--- src/rtl/banco_registradores_pkg.sv ---
// Shared processor constants: datapath widths and ALU opcodes.
// Imported by the register file, the control unit and the ALU.
package pacote_processador;

    localparam int LARGURA_DADO = 16;
    localparam int N_REGS       = 8;
    localparam int LARG_END_REG = 3;

    localparam logic [LARG_END_REG-1:0] REG_ZERO = 3'd0;

    localparam logic [2:0] ULA_ADD = 3'b000;
    localparam logic [2:0] ULA_SUB = 3'b001;
    localparam logic [2:0] ULA_SLT = 3'b010;
    localparam logic [2:0] ULA_SLL = 3'b011;
    localparam logic [2:0] ULA_SRL = 3'b100;
    localparam logic [2:0] ULA_AND = 3'b101;

endpackage

--- src/rtl/banco_registradores_if.sv ---
// Register-file bus: one write port, two stallable read ports.
// The master is the control/writeback side; the slave is the register file.
interface banco_registradores_if
    import pacote_processador::*;
#(
    parameter int LARGURA = LARGURA_DADO,
    parameter int N_REGS  = pacote_processador::N_REGS
);
    localparam int LE = $clog2(N_REGS);

    logic               EscreveReg;
    logic [LE-1:0]      RegEscrita;
    logic [LARGURA-1:0] DadoEscrita;
    logic               LeRegs;
    logic [LE-1:0]      RegLeitura1;
    logic [LE-1:0]      RegLeitura2;
    logic [LARGURA-1:0] Dado1;
    logic [LARGURA-1:0] Dado2;

    modport master (
        output EscreveReg, RegEscrita, DadoEscrita,
        output LeRegs, RegLeitura1, RegLeitura2,
        input  Dado1, Dado2
    );

    modport slave (
        input  EscreveReg, RegEscrita, DadoEscrita,
        input  LeRegs, RegLeitura1, RegLeitura2,
        output Dado1, Dado2
    );

endinterface

--- src/rtl/banco_registradores.sv ---
// Register file with r0 hardwired to zero, registered read ports
// and a write-to-read bypass on each port.
module banco_registradores
    import pacote_processador::*;
#(
    parameter int LARGURA = LARGURA_DADO,
    parameter int N_REGS  = pacote_processador::N_REGS
) (
    input logic                  clock,
    input logic                  reset,
    banco_registradores_if.slave bus
);
    localparam int LE = $clog2(N_REGS);

    logic [LARGURA-1:0] r_regs [N_REGS];
    logic [LARGURA-1:0] r_dado1;
    logic [LARGURA-1:0] r_dado2;

    logic w_escreve;
    logic w_byp1;
    logic w_byp2;

    // r0 is never a write target, so its flop stays at the reset value
    assign w_escreve = bus.EscreveReg && (bus.RegEscrita != LE'(0));
    assign w_byp1    = w_escreve && (bus.RegEscrita == bus.RegLeitura1);
    assign w_byp2    = w_escreve && (bus.RegEscrita == bus.RegLeitura2);

    always_ff @(posedge clock) begin
        if (reset) begin
            for (int i = 0; i < N_REGS; i++) begin
                r_regs[i] <= '0;
            end
        end else if (w_escreve) begin
            r_regs[bus.RegEscrita] <= bus.DadoEscrita;
        end
    end

    always_ff @(posedge clock) begin
        if (reset) begin
            r_dado1 <= '0;
        end else if (bus.LeRegs) begin
            if (bus.RegLeitura1 == LE'(0)) begin
                r_dado1 <= '0;
            end else if (w_byp1) begin
                r_dado1 <= bus.DadoEscrita;
            end else begin
                r_dado1 <= r_regs[bus.RegLeitura1];
            end
        end
    end

    always_ff @(posedge clock) begin
        if (reset) begin
            r_dado2 <= '0;
        end else if (bus.LeRegs) begin
            if (bus.RegLeitura2 == LE'(0)) begin
                r_dado2 <= '0;
            end else if (w_byp2) begin
                r_dado2 <= bus.DadoEscrita;
            end else begin
                r_dado2 <= r_regs[bus.RegLeitura2];
            end
        end
    end

    assign bus.Dado1 = r_dado1;
    assign bus.Dado2 = r_dado2;

endmodule

--- src/flat_wrapper.sv ---
// flat-port wrapper written by rule: the top's interface ports become plain ports
module banco_registradores_flat import pacote_processador::*;
#(
    parameter int LARGURA = LARGURA_DADO,
    parameter int N_REGS  = pacote_processador::N_REGS
)
  (clock, reset, bus_EscreveReg, bus_RegEscrita, bus_DadoEscrita, bus_LeRegs, bus_RegLeitura1, bus_RegLeitura2, bus_Dado1, bus_Dado2);
  banco_registradores_if #(.LARGURA(LARGURA), .N_REGS(N_REGS)) bus_i ();
  input logic clock;
  input logic reset;
  input wire logic [$bits(bus_i.EscreveReg)-1:0] bus_EscreveReg;
  input wire logic [$bits(bus_i.RegEscrita)-1:0] bus_RegEscrita;
  input wire logic [$bits(bus_i.DadoEscrita)-1:0] bus_DadoEscrita;
  input wire logic [$bits(bus_i.LeRegs)-1:0] bus_LeRegs;
  input wire logic [$bits(bus_i.RegLeitura1)-1:0] bus_RegLeitura1;
  input wire logic [$bits(bus_i.RegLeitura2)-1:0] bus_RegLeitura2;
  output wire logic [$bits(bus_i.Dado1)-1:0] bus_Dado1;
  output wire logic [$bits(bus_i.Dado2)-1:0] bus_Dado2;
  assign bus_i.EscreveReg = bus_EscreveReg;
  assign bus_i.RegEscrita = bus_RegEscrita;
  assign bus_i.DadoEscrita = bus_DadoEscrita;
  assign bus_i.LeRegs = bus_LeRegs;
  assign bus_i.RegLeitura1 = bus_RegLeitura1;
  assign bus_i.RegLeitura2 = bus_RegLeitura2;
  assign bus_Dado1 = bus_i.Dado1;
  assign bus_Dado2 = bus_i.Dado2;
  banco_registradores #(.LARGURA(LARGURA), .N_REGS(N_REGS)) u_core (.clock(clock), .reset(reset), .bus(bus_i));
endmodule
--- config.mk ---
export PLATFORM = sky130hd
export DESIGN_NAME = banco_registradores_flat
export DESIGN_NICKNAME = d
export VERILOG_FILES = /design/src/rtl/banco_registradores_pkg.sv /design/src/rtl/banco_registradores_if.sv /design/src/rtl/banco_registradores.sv /design/src/flat_wrapper.sv
export SDC_FILE = /design/constraint.sdc
export NUM_CORES = 1
export LEC_CHECK = 0
export ABC_AREA = 0
export CAP_MARGIN = 25
export CORE_MARGIN = 2
export CORE_UTILIZATION = 55
export DETAILED_ROUTE_END_ITERATION = 6
export PLACE_DENSITY = 0.86
export SLEW_MARGIN = 20
export SYNTH_ARGS = -nofsm -noshare
export SYNTH_HDL_FRONTEND = slang
export SYNTH_SLANG_ARGS = --single-unit
export TNS_END_PERCENT = 5
--- constraint.sdc ---
create_clock -name clock -period 3.21 [get_ports clock]
set_input_delay 0.321 -clock clock [delete_from_list [all_inputs] [get_ports clock]]
set_output_delay 0.321 -clock clock [all_outputs]
set_load 0.1 [all_outputs]
; ---- Word-level counts from Yosys, hierarchy flattened
; Memories as Yosys holds them, arrays and structs flattened.
; Index checks and enable logic that the tools add are counted.
[op_classes]
eq_ne = 2
addsub = 0
n_shift = 0
multipliers = 0
div = 0
bitwise_logic = 0
reduce_logical = 7
order_cmp = 0
muxes = 12
[op_table]
columns = operator, count
row1 = 16-bit 2-to-1 mux, 5
row2 = 16-bit OR reduction, 1
row3 = 3-bit == test, 2
row4 = 3-bit logical NOT, 2
row5 = 1-bit 2-to-1 mux, 6
row6 = 1-bit logical AND, 3
row7 = 3-bit 2-to-1 mux, 1
row8 = 3-bit nonzero test, 1
[word_totals]
ram_bits = 128
latch_bits = 0
regBits = 32
n_memories = 1
mem_bits_ro = 0
in_bits = 29
[mem_list]
columns = name, words, width, rd, rd_ports_with_merged_regs, wr, line
row1 = u_core.r_regs, 8, 16, 2, 0, 8, banco_registradores.sv:15  ; logic [LARGURA-1:0] r_regs [N_REGS];

; ---- Longest topological paths before layout
[logic_depth]
depth_word = 7
ltp_mapped = 7

; ---- Least setup slack after synthesis
; Ideal clock, no wire load.
[synth_path]
path_kind = in2reg
from = in bus_RegLeitura1[0]
to = reg u_core.r_dado1[10] (netlist: u_core.bus.Dado1[10])
arrival_time_ps = 1628
setup_slack_ps = 1460
setup_ps = 122
stages = 6
path_cell_list = buf_4 > buf_4 > mux4_2 > mux2i_1 > nor3_1 > a221o_1
[synth_via]
elab_chain_len = 4
[synth_rtl]
columns = element, line
row1 = start: declaration, flat_wrapper.sv:15  ; input wire logic [$bits(bus_i.RegLeitura1)-1:0] bus_RegLeitura1;
row2 = branches (longest 3 deep; another with memory 8 x 16 bit), -
row3 = 16-bit 2-to-1 mux *, banco_registradores.sv:42  ; if (bus.RegLeitura1 == LE'(0)) begin
row4 = end signal: assignment, banco_registradores.sv:45  ; r_dado1 <= bus.DadoEscrita;
row5 = end signal: assignment, banco_registradores.sv:47  ; r_dado1 <= r_regs[bus.RegLeitura1];
row6 = end: declaration, banco_registradores.sv:16  ; logic [LARGURA-1:0] r_dado1;
; Every way passes the cells marked *.
; A chain may end at the register's enable or synchronous reset.

; ---- Worst setup path in the final report
[layout_path]
from = reg u_core.r_dado2[5] (netlist: u_core.bus.Dado2[5])
to = out bus_Dado2[5]
[layout_lines]
columns = element, line
row1 = start: declaration, banco_registradores.sv:17  ; logic [LARGURA-1:0] r_dado2;
row2 = start signal: assignment, banco_registradores.sv:59  ; r_dado2 <= bus.DadoEscrita;
row3 = start signal: assignment, banco_registradores.sv:61  ; r_dado2 <= r_regs[bus.RegLeitura2];
row4 = end: declaration, flat_wrapper.sv:18  ; output wire logic [$bits(bus_i.Dado2)-1:0] bus_Dado2;
; No word-level cell between the ends.

==> key figures <==
Routing
  • Metal1 wirelength: 7.29 mm
  • Metal3 WL: around 1.9 mm
  • DR WL met2: 10.4 mm
  • DR vias: 5159
  • # DRC: 0
  • Wirelength per Cell: 25.8 µm
  • Routed Antenna Nets: 0
  • DRT Pass-1 Iters: 6
  • Routed WL: 20.3 mm
  • Max layer used: met4
  • First DRT Iteration DRCs: 635
  • DR vias/cell: between 6 and 7

Die
  • Die footprint: roughly 0.016 mm²
  • Core Region: 0.0144 mm²
  • Chip Width: approximately 120 µm
  • Starting density of the core: 0.556
  • Die height: 125 µm
  • Site Rows: 44
  • I/O pin cnt: 61

Global route
  • Global-route wire length before repair: between 30 and 40 mm
  • Overflow after GRT: 0
  • Initial antenna violation count: 0
  • Vias in the first global route: 5483
  • Total GRT Usage: 0.273
  • Largest net degree at the start of global routing: 22

Synth
  • Adder-Cell Fraction of Synth Area: 0
  • Syn Std Cell Area: 0.00799 mm²
  • Number of synthesized register bits: 160
  • Multiplexer share of the synthesized area: 0.221
  • YS warnings: 0
  • Post-synthesis sequential area ratio: 0.561
  • Synth Instances: 509
  • Post-synthesis compound-gate area fraction: 0.0482
  • Unique cell type count in the Yosys netlist: 29
  • Combinational family with the most area after synthesis: multiplexers
  • Post-Synth XOR/XNOR Area: 0.00658
  • Synth Area in Simple Gates: 0.129
  • Syn_area_per_cell: around 16 µm²

Critical path
  • Slowest cell on the critical path: clkdlybuf4s50_1
  • Worst R2R Path Depth: 4
  • Crit path required time: 2.89 ns
  • Crit start category: flip-flop
  • Crit path buffers/inverters: 1
  • Max stage delay on crit path: between 1 and 1.5 ns
  • Critical Path Start: u_core.bus.Dado2[5]$_SDFFE_PP0P_
  • CP max FO: 2
  • CP Depth: 1
  • R2R Path Start: u_core.r_regs[3][14]$_SDFFCE_PN0P_
  • Family with the most delay on the worst path: buffers and inverters
  • CP Cell Sequence: clkdlybuf4s50_1
  • CP Class: reg2out
  • Arr. time, crit path: roughly 2.0 ns
  • Critical Path Sink Type: output port

Placement
  • Detail Placement HPWL: between 10 and 15 mm
  • Number of I/O port buffers: 60
  • Cell Area, Placed: just under 0.009 mm²
  • Final Wtd Congestion: around 0.84

Finish
  • Nets: 617
  • N_diodes: 0
  • Layout area overhead: 17.3%
  • Design area: 0.00937 mm²
  • Share of cells above drive strength 1: 0.221
  • FILL cells: 952

Pwr
  • P_int: 3870 µW
  • Switching Fraction: 0.274
  • Max VDD drop: 0.000361 V
  • PwrDens: 569 mW/mm²
  • Leakage power total: between 0.003 and 0.004 µW
  • NetSw: between 1000 and 1500 µW
  • Clock Power Share: 0.371
  • Seq pwr share: 0.465
  • Power share of the combinational group: 0.164

STA
  • Period utilisation layout: 0.726
  • Actual slew at the worst max-slew pin: 1.04 ns
  • Sum Neg Setup Slack: 0 ns
  • Endpoints failing setup: 0
  • Worst slew margin: 0.307
  • Count of final hold-check violations: 0
  • RSZ-0062 raised after global routing: no
  • Slew Viols, Final: 0
  • Maximum clock rate: 0.429 GHz
  • Clock Skews: 0.00663 ns
  • Final min period: 2.33 ns

Clock tree
  • # clock sinks: 160
  • Clock root buffer: clkbuf_16
  • # resized after CTS: 0
  • CTS buffer count: 17
  • Clk_lat worst skew: about 0.44 ns
  • Hold Buf Count CTS: 0
  • H-tree levels: 4
  • # Post-CTS Setup Buffers: 0
  • CTS tree: built
  • Worst-path clk slew: ~0.060 ns
  • CTS Buffer Depth: 2

Worst hold path
  • WHS Path Cells: 1
  • Worst Min Path Start: u_core.bus.Dado2[2]$_SDFFE_PP0P_
  • Worst Hold Class: reg2reg

Run status
  • Status: finished, final reports clean

Job
  • MaxCap Viol Count: 0
path summary, 6_finish.rpt:
check	endpoint	slack (ns)
worst max-delay path	bus_Dado2[5]	0.88
worst min-delay path	u_core.bus.Dado2[2]$_SDFFE_PP0P_	0.49
worst max register to register	u_core.bus.Dado2[14]$_SDFFE_PP0P_	1.61
worst min register to register	u_core.bus.Dado2[2]$_SDFFE_PP0P_	0.49
cells by family (layout without fill, tap and decap cells):
logic type	after synthesis	in the layout
buffers and inverters	41	118
muxes	96	96
xor gates and xnor gates	6	6
AOI/OAI and AO/OA	36	36
other	1	16
and+or+nand+nor	169	169
DFF	160	160
final cells by class:
class	instances	area, µm²	share of cell area
clock buffers	21	450	0.0481
clock inverters	11	116	0.0124
multi-input cells	323	3290	0.351
flip-flops and latches	160	4480	0.478
well taps	184	230	0.0246
repair buffers	86	798	0.0852
through the flow:
stage | cells | setup WS, ns | hold slack (ns) | util | total power (µW)
after floorplan | 524 | 1.46 | 0.459 | - | 3120
final | 785 | 0.879 | 0.487 | 0.652 | 5330
after global routing | 785 | 0.878 | 0.509 | 0.652 | 5460
after detailed placement | 753 | 0.784 | 0.474 | 0.613 | 3380
after global placement | 753 | 0.850 | 0.470 | 0.613 | 3350
after CTS | 785 | 0.887 | 0.488 | 0.652 | 5310
layout by cell type (no fill, tap or decap), types with 4 or more instances in the layout:
cell type / count
dfxtp_1: 32
clkbuf_16: 17
nor3_1: 33
conb_1: 16
a221o_1: 32
clkinvlp_4: 4
xor2_1: 6
edfxtp_1: 128
buf_4: 25
mux2i_1: 32
nor2_1: 6
and2_1: 112
clkdlybuf4s50_1: 58
or2_2: 7
mux4_2: 64
flip-flops by register name, indices dropped and copies added, names as in the netlist:
register and cells:
u_core.r_regs 128, u_core.bus.Dado1 16, u_core.bus.Dado2 16
power groups by stage:
stage / Clock [µW] / Sequential (µW) / Combinational [µW]
6_report: 1980 / 2480 / 873
5_1_grt: 2060 / 2490 / 910
4_1_cts: 1970 / 2470 / 869
3_5_place_dp: 0 / 2510 / 863
3_3_place_gp: 0 / 2500 / 846
2_1_floorplan: 0 / 2740 / 380
synth_stat cells:
master / count / area (µm²)
clkbuf_1: 19 / 71.3
buf_12: 1 / 20.0
buf_6: 10 / 113
edfxtp_1: 128 / 3840
a221o_1: 32 / 320
dfxtp_1: 32 / 641
and2b_1: 1 / 7.51
buf_4: 5 / 37.5
xor2_1: 6 / 52.6
nor2b_1: 1 / 6.26
buf_1: 2 / 7.51
mux4_2: 64 / 1440
or2b_1: 1 / 7.51
mux2i_1: 32 / 320
or2_1: 1 / 6.26
nor4_4: 2 / 42.5
nand2_1: 1 / 3.75
o211a_4: 1 / 17.5
nor2_1: 7 / 26.3
nor3_1: 33 / 165
conb_1: 1 / 3.75
o21ai_1: 1 / 5.00
or2_2: 7 / 43.8
and2_1: 112 / 701
nand3b_1: 1 / 7.51
nand2b_1: 1 / 6.26
o31ai_4: 2 / 42.5
buf_2: 4 / 20.0
or3b_2: 1 / 8.76
metal layers:
| metal | vias up | track usage |
|---|---|---|
| met2 | 350 | 0.468 |
| met4 | 0 | 0.120 |
| met5 | - | 0 |
| met3 | 71 | 0.0666 |
| li1 | 2141 | - |
| met1 | 2597 | 0.330 |
worst reg2reg max path, stage by stage (launching register included):
cell	delay, ns
edfxtp_1	0.41
mux4_2	0.50
mux2i_1	0.22
nor3_1	0.10
a221o_1	0.26
Note: power is estimated with default switching activity, not from simulation.
